===== config.mk =====
export PLATFORM = sky130hd
export DESIGN_NAME = mfe_result_reader_flat
export DESIGN_NICKNAME = d
export VERILOG_FILES = /design/src/rtl/mfe_pkg.sv /design/src/rtl/mfe_result_reader_if.sv /design/src/rtl/mfe_rd_fifo2.sv /design/src/rtl/mfe_result_reader.sv /design/src/flat_wrapper.sv
export SDC_FILE = /design/constraint.sdc
export NUM_CORES = 1
export LEC_CHECK = 0
export ABC_AREA = 1
export ABC_CLOCK_PERIOD_IN_PS = 5200
export CAP_MARGIN = 10
export CORE_MARGIN = 3
export CORE_UTILIZATION = 51
export CTS_BUF_LIST = sky130_fd_sc_hd__clkbuf_4
export DETAILED_ROUTE_END_ITERATION = 7
export PLACE_DENSITY = 0.72
export SKIP_CTS_REPAIR_TIMING = 1
export SYNTH_ARGS = -nofsm -noshare
export SYNTH_HDL_FRONTEND = slang
export SYNTH_SLANG_ARGS = --single-unit

===== constraint.sdc =====
create_clock -name clk -period 5.2 [get_ports clk]
set_clock_uncertainty 0.2 [all_clocks]
set_input_delay 0.78 -clock clk [delete_from_list [all_inputs] [get_ports clk]]
set_output_delay 0.78 -clock clk [all_outputs]
set_load 0.03 [all_outputs]

===== src/rtl/mfe_pkg.sv =====
// mfe_pkg: shared constants, reader state and pixel record for the median-filter result path.
package mfe_pkg;
   localparam int IMG_W  = 128;
   localparam int IMG_H  = 128;
   localparam int ADDR_W = 14;
   localparam int DATA_W = 8;
   localparam int X_W    = 7;
   localparam int Y_W    = 7;
   typedef enum logic [1:0] {RD_IDLE, RD_FETCH, RD_DRAIN, RD_DONE} rd_state_t;
   typedef struct packed {
      logic [DATA_W-1:0] data;
      logic [X_W-1:0]    x;
      logic [Y_W-1:0]    y;
      logic              last;
   } pixel_t;
endpackage


===== src/rtl/mfe_result_reader_if.sv =====
// mfe_result_reader_if: result-RAM read port plus outgoing pixel stream of the reader.
interface mfe_result_reader_if import mfe_pkg::*; ();
   logic [ADDR_W-1:0] raddr;
   logic              ren;
   logic [DATA_W-1:0] rdata;
   logic              pix_valid;
   logic              pix_ready;
   logic [DATA_W-1:0] pix_data;
   logic [X_W-1:0]    pix_x;
   logic [Y_W-1:0]    pix_y;
   logic              pix_last;
   modport master (output raddr, ren, pix_valid, pix_data, pix_x, pix_y, pix_last,
                   input rdata, pix_ready);
   modport slave  (input raddr, ren, pix_valid, pix_data, pix_x, pix_y, pix_last,
                   output rdata, pix_ready);
endinterface


===== src/rtl/mfe_rd_fifo2.sv =====
// mfe_rd_fifo2: 2-entry pixel FIFO; entry 0 is always the head so it can drive outputs directly.
module mfe_rd_fifo2 import mfe_pkg::*; (
   input  logic       clk,
   input  logic       reset,
   input  logic       i_push,
   input  logic       i_pop,
   input  pixel_t     i_din,
   output pixel_t     o_head,
   output logic [1:0] o_occ
);
   pixel_t     r_mem [2];
   logic [1:0] r_occ;
   logic       w_widx;
   // write slot is the occupancy left after this cycle's pop
   assign w_widx = r_occ[0] ^ i_pop;
   assign o_head = r_mem[0];
   assign o_occ  = r_occ;
   always_ff @(posedge clk or posedge reset)
      if (reset) begin
         r_mem[0] <= '0;
         r_mem[1] <= '0;
         r_occ    <= '0;
      end else begin
         if (i_pop) r_mem[0] <= r_mem[1];
         if (i_push) r_mem[w_widx] <= i_din;
         r_occ <= r_occ + {1'b0, i_push} - {1'b0, i_pop};
      end
endmodule


===== src/rtl/mfe_result_reader.sv =====
// mfe_result_reader: raster sweep of the result RAM streamed out as (x,y)-tagged pixels.
// Defining MFE_RD_CHECKSUM_EN adds o_checksum, the mod-2^16 sum of delivered pixels.
module mfe_result_reader import mfe_pkg::*; (
   input  logic        clk,
   input  logic        reset,
   input  logic        i_start,
   output logic        o_busy,
   output logic        o_done,
`ifdef MFE_RD_CHECKSUM_EN
   output logic [15:0] o_checksum,
`endif
   mfe_result_reader_if.master bus
);
   rd_state_t         r_state, w_next;
   logic [ADDR_W-1:0] r_addr, r_inf_addr;
   logic              r_inflight;
   logic              w_ren, w_pop;
   logic [1:0]        w_occ, w_pending;
   pixel_t            w_head, w_din;

   assign w_pop     = bus.pix_valid && bus.pix_ready;
   // slots committed after this edge: buffered + in flight - leaving now
   assign w_pending = w_occ + {1'b0, r_inflight} - {1'b0, w_pop};
   assign w_din     = '{data: bus.rdata, x: r_inf_addr[X_W-1:0], y: r_inf_addr[ADDR_W-1:X_W], last: &r_inf_addr};

   always_ff @(posedge clk or posedge reset)
      if (reset) r_state <= RD_IDLE;
      else r_state <= w_next;

   always_comb begin
      w_next = r_state;
      unique case (r_state)
         RD_IDLE:  w_next = i_start ? RD_FETCH : RD_IDLE;
         RD_FETCH: w_next = (w_ren && &r_addr) ? RD_DRAIN : RD_FETCH;
         RD_DRAIN: w_next = (w_pop && w_head.last) ? RD_DONE : RD_DRAIN;
         RD_DONE:  w_next = RD_IDLE;
         default:  w_next = RD_IDLE;
      endcase
   end

   always_comb begin
      w_ren  = (r_state == RD_FETCH) && !w_pending[1];
      o_busy = (r_state == RD_FETCH) || (r_state == RD_DRAIN);
      o_done = (r_state == RD_DONE);
   end

   always_ff @(posedge clk or posedge reset)
      if (reset) begin
         r_addr     <= '0;
         r_inf_addr <= '0;
         r_inflight <= 1'b0;
      end else begin
         r_inflight <= w_ren;
         r_inf_addr <= r_addr;
         if (w_ren) r_addr <= r_addr + 1'b1;
      end

   mfe_rd_fifo2 u_fifo (
      .clk    (clk),
      .reset  (reset),
      .i_push (r_inflight),
      .i_pop  (w_pop),
      .i_din  (w_din),
      .o_head (w_head),
      .o_occ  (w_occ)
   );

   assign bus.raddr     = r_addr;
   assign bus.ren       = w_ren;
   assign bus.pix_valid = (w_occ != 2'd0);
   assign bus.pix_data  = w_head.data;
   assign bus.pix_x     = w_head.x;
   assign bus.pix_y     = w_head.y;
   assign bus.pix_last  = w_head.last;

`ifdef MFE_RD_CHECKSUM_EN
   logic [15:0] r_sum;
   always_ff @(posedge clk or posedge reset)
      if (reset) r_sum <= '0;
      else if (r_state == RD_IDLE && i_start) r_sum <= '0;
      else if (w_pop) r_sum <= r_sum + 16'(bus.pix_data);
   assign o_checksum = r_sum;
`endif
endmodule

===== src/flat_wrapper.sv =====
// flat-port wrapper written by rule: the top's interface ports become plain ports
module mfe_result_reader_flat import mfe_pkg::*;
  (clk, reset, i_start, o_busy, o_done, bus_raddr, bus_ren, bus_pix_valid, bus_pix_data, bus_pix_x, bus_pix_y, bus_pix_last, bus_rdata, bus_pix_ready);
  mfe_result_reader_if bus_i ();
  input  logic clk;
  input  logic reset;
  input  logic i_start;
  output logic o_busy;
  output logic o_done;
  output wire logic [$bits(bus_i.raddr)-1:0] bus_raddr;
  output wire logic [$bits(bus_i.ren)-1:0] bus_ren;
  output wire logic [$bits(bus_i.pix_valid)-1:0] bus_pix_valid;
  output wire logic [$bits(bus_i.pix_data)-1:0] bus_pix_data;
  output wire logic [$bits(bus_i.pix_x)-1:0] bus_pix_x;
  output wire logic [$bits(bus_i.pix_y)-1:0] bus_pix_y;
  output wire logic [$bits(bus_i.pix_last)-1:0] bus_pix_last;
  input wire logic [$bits(bus_i.rdata)-1:0] bus_rdata;
  input wire logic [$bits(bus_i.pix_ready)-1:0] bus_pix_ready;
  assign bus_raddr = bus_i.raddr;
  assign bus_ren = bus_i.ren;
  assign bus_pix_valid = bus_i.pix_valid;
  assign bus_pix_data = bus_i.pix_data;
  assign bus_pix_x = bus_i.pix_x;
  assign bus_pix_y = bus_i.pix_y;
  assign bus_pix_last = bus_i.pix_last;
  assign bus_i.rdata = bus_rdata;
  assign bus_i.pix_ready = bus_pix_ready;
  mfe_result_reader u_core (.clk(clk), .reset(reset), .i_start(i_start), .o_busy(o_busy), .o_done(o_done), .bus(bus_i));
endmodule

# Yosys cells after proc, flatten, opt, wreduce, memory -nomap -nowiden
# Cells that the tools add are included.
# totals
output_inout_bits,41
in_bits,12
register_bits,79
# op_classes
add_sub_neg,3
n_reduce_logical,11
n_eq_ne,3
bitwise,2
n_lt_le_gt_ge,2
mux,9
# op_table
cell,count
$bwmux 46,1
$mux 23,2
$mux 46,1
$reduce_and 14->1,2
$demux 23 s1,1
$add 14x1->14 const B,1
$pmux 2 s4,1
$logic_and 1x1->1,5
$eq 2x2->1 const B,2
$add 2x1->2,1
$eq 2x1->1 const B,1
$ge 2x2->1 const B,1
$logic_not 2->1,1
$lt 2x1->1 const B,1
$mux 1,2
$mux 2,1
$not 1->2,1
$reduce_bool 2->1,1
$sub 2x1->2,1
$logic_not 1->1,1
$logic_or 1x1->1,1
$xor 1x1->1,1

# Depth between registers and ports, before layout
# logic_depth
depth_word,10
mapped_depth,15
depth_no_buf,14

# Hierarchy
# From an unflattened synthesis, not the netlist that was laid out.
# hier_totals
hier_cells,475
area_unflattened_um2,3838.7
# modules_own_cells
module,cells_per_inst,area_per_inst_um2,n_inst
mfe_rd_fifo2,308,2379.8,1
mfe_result_reader,167,1458.9,1

# Worst setup path before layout
# No wires, ideal clock.
# synth_timing
kind,input-to-output
startpoint,input bus_pix_ready
endpoint,output bus_ren
cell_stages,10
n_path_buf,2
arrival_time_ns,2.066
required_time_ns,4.220
slack_ns,2.154
cell_sequence,nand2_4 > inv_4 > buf_2 > ha_1 > inv_1 > ha_1 > nand3_1 > nand2_2 > nor2_4 > buf_6
# synth_via
elab_chain_cells,4
# synth_lines
element,line,rtl
"start, declared",flat_wrapper.sv:18,input wire logic [$bits(bus_i.pix_ready)-1:0] bus_pix_ready;
$logic_and 1x1->1,mfe_result_reader.sv:21,assign w_pop = bus.pix_valid && bus.pix_ready;
$sub 2x1->2,mfe_result_reader.sv:23,"assign w_pending = w_occ + {1'b0, r_inflight} - {1'b0, w_pop};"
named net u_core.w_pending[1],mfe_result_reader.sv:18,"logic [1:0] w_occ, w_pending;"
$logic_not 1->1,mfe_result_reader.sv:42,w_ren = (r_state == RD_FETCH) && !w_pending[1];
$logic_and 1x1->1,mfe_result_reader.sv:42,
"end, declared",flat_wrapper.sv:11,output wire logic [$bits(bus_i.ren)-1:0] bus_ren;
# The timed path passes the listed nets, and every way through them passes these cells.

# Worst setup path after layout
# Same ends and word-level chain as after synthesis.

==> impl_metrics.ini <==
[run_status]
run_status = completed

[finish]
n_fill_cell = 641
drive_above_1_share = 0.0998
final_common_cell = sky130_fd_sc_hd__nand2_1
final_core_util = 0.611
mostFrequentLayoutCells = 152 x sky130_fd_sc_hd__nand2_1, 79 x sky130_fd_sc_hd__dfrtp_1, 52 x sky130_fd_sc_hd__clkdlybuf4s50_1, 43 x sky130_fd_sc_hd__o21ai_0, 32 x sky130_fd_sc_hd__inv_1
antenna-diode-count = 0
finish.net_count = 475
layout-area-overhead-vs-synth_pct = 14.1

[die]
io_pins = 53
die-height_um = 91.1
start_util = 0.535
coreArea_sq_mm = 0.00691
floorplan.die_area_sq_mm = 0.00830
horizontal_die_dimension_um = 91.1
core.rowCount = 30

[min_path]
worst_hold_path_type = flip-flop to flip-flop

[clock_network]
cts-buffers-inserted = 9
clock_tree_from_tritoncts = done
cts.root.buffer_cell = sky130_fd_sc_hd__clkbuf_4
worst_skew_pair.late_latency_ps = 390
total_number_of_clock_tree_sinks = 79
cts.reportedPaths.clkPinSlew_ps = 110
clk_path_buf_depth = 2
htreeDepth = 3

[routing]
post_drt_wl_per_cell_um = 12.5
detailedRoute.firstIterationViolations = 165
route.detailed.vias_per_inst = 4.89
drt-total-wl_um = 6970
ant_nets = 0
vias = 2721
detailedRoute.firstPassIterationCount = 5
remaining_drc_errors = 0

[worst_setup_path]
crit_fanout = 27
end_kind = output port
crit_path_arrival_time_ps = 3250
worst_setup_path_start_kind = primary input
endpoint_required_time_on_the_critical_path_ps = 4220
timing_worst_setup_path_type = primary input to output port

[place]
io_buffers = 52
gp_routability_congestion = 0.868
hpwl_um = 4740

[pwr]
p_int_uw = 1410
power_density_mw_per_mm2 = 585
sequentialPowerShare = 0.397
irDropWorstVdd_mv = 0.358
clockPowerShare = 0.138
switching_power_uw = 1060
p_sw_frac = 0.430
power.combinational.fraction = 0.465
static-leakage-power_uw = 0.00205

[global_routing]
global_route_wire_length_before_repair_um = 12300
maximum_number_of_pins_on_one_net_before_global_route_repair = 44
globalRouteMet1Util = 0.262
busiest_layer = met2
grt_pass1_vias = 2581
grt_util_met3 = 0.0331
grt_util_met2 = 0.284
antenna_found_initial = 0
grt.overflow.total = 0
grtUsageTotal = 0.183

[sta]
worst_pin_slew_ps = 858
grt_setup_unrepaired = false
final_min_period_over_clock_period = 0.813
final_period_minus_worst_setup_slack_ps = 4230
timing_max_transition_violations_final = 0
setup_tns_final_ps = 0
setup_viol = 0
worst_slew_margin_rel = 0.427
achievable-frequency_mhz = 237
finalHoldViolations = 0

[synthesis]
ys_types = 25
yosysSeqAreaShare = 0.535
mappedNetlistNets = 445
synth.cell_area_sq_mm = 0.00369
postSynthCellCount = 426
synth.avg_cell_area_sq_um = 8.67
postSynthRegisterBits = 79
yosys_warnings = 0

[flow_run]
cap_violations = 0
## cell type report
class	instances	area [sq um]	area share
timing repair buffer	54	536	0.127
clock inverter	6	51.3	0.0122
tap	96	120	0.0285
sequential	79	1980	0.469
multi-input combinational	273	1310	0.310
inverter	39	149	0.0353
clock buffer	10	75.1	0.0178
## worst max-delay path, cell delays in order
cell,delay (ps)
sky130_fd_sc_hd__clkdlybuf4s50_1,520
sky130_fd_sc_hd__nand2_4,170
sky130_fd_sc_hd__inv_4,270
sky130_fd_sc_hd__ha_1,290
sky130_fd_sc_hd__inv_1,60
sky130_fd_sc_hd__ha_1,160
sky130_fd_sc_hd__inv_1,50
sky130_fd_sc_hd__nand2_1,80
sky130_fd_sc_hd__nand2_2,90
sky130_fd_sc_hd__nor2_4,100
sky130_fd_sc_hd__clkdlybuf4s50_1,680
## cells in the mapped netlist (all sizes together)
cell    count  area [sq um]
nor3        2          10.0
dfrtp      79          1980
nor2       14          67.6
or2        16           100
xnor2       3          26.3
buf        34           256
ha          7          87.6
nand4       6          37.5
clkbuf      1          3.75
o21bai      1          7.51
o21ai      50           250
xor2        6          52.6
nand3       8          40.0
a31oi       1          6.26
a21oi       1          5.00
nand2     158           618
inv        39           149
## power groups by stage
stage	clock network, uW	logic [uW]	registers [uW]
global route	384	1280	1010
finish	340	1150	978
floorplan	0	888	1000
CTS	350	1170	978
detailed placement	0	1160	989
global placement	0	1140	987
## metrics by stage
step | hold WS, ps | setup WS [ps] | std cells | instance area, sq um | total power (uW)
finish | 277 | 973 | 557 | 4220 | 2470
global route | 297 | 780 | 557 | 4220 | 2670
CTS | 281 | 937 | 557 | 4220 | 2490
detailed placement | 255 | 938 | 541 | 4090 | 2150
global placement | 252 | 1020 | 541 | 4090 | 2120
floorplan | 241 | 2150 | 426 | 3690 | 1890
## worst paths after layout
path	startpoint	to	slack (ps)	cells past startpoint
setup / recovery	bus_pix_ready	bus_ren	970	11
hold / removal	u_core.bus.raddr[11]	u_core.r_inf_addr[11]	280	0
setup reg to reg	u_core.u_fifo.o_occ[0]	u_core.bus.raddr[7]	2540	14
hold reg to reg	u_core.bus.raddr[11]	u_core.r_inf_addr[11]	280	0
max in group asynchronous	reset	u_core.u_fifo.o_head[22]	3150	3
min in group asynchronous	reset	asynchronous set/reset pin	670	2
## kinds of logic after synthesis
family,count (synthesis),share of synthesized area
DFF,79,0.535
and+or+nand+nor,204,0.236
adders and majority gates,7,0.0237
buffers and inverters,74,0.111
AOI/OAI and AO/OA,53,0.0728
xor gates and xnor gates,9,0.0213
## routing by layer
| metal | vias to the layer above | part of all wire | wire length (um) |
|---|---|---|---|
| li1 | 1375 | - | - |
| met1 | 1277 | 0.48 | 3370 |
| met2 | 65 | 0.47 | 3250 |
| met3 | 4 | 0.044 | 308 |
| met4 | 0 | 0.0063 | 44 |
| met5 | - | 0 | 0 |
Power figures use the tool's default switching activity.
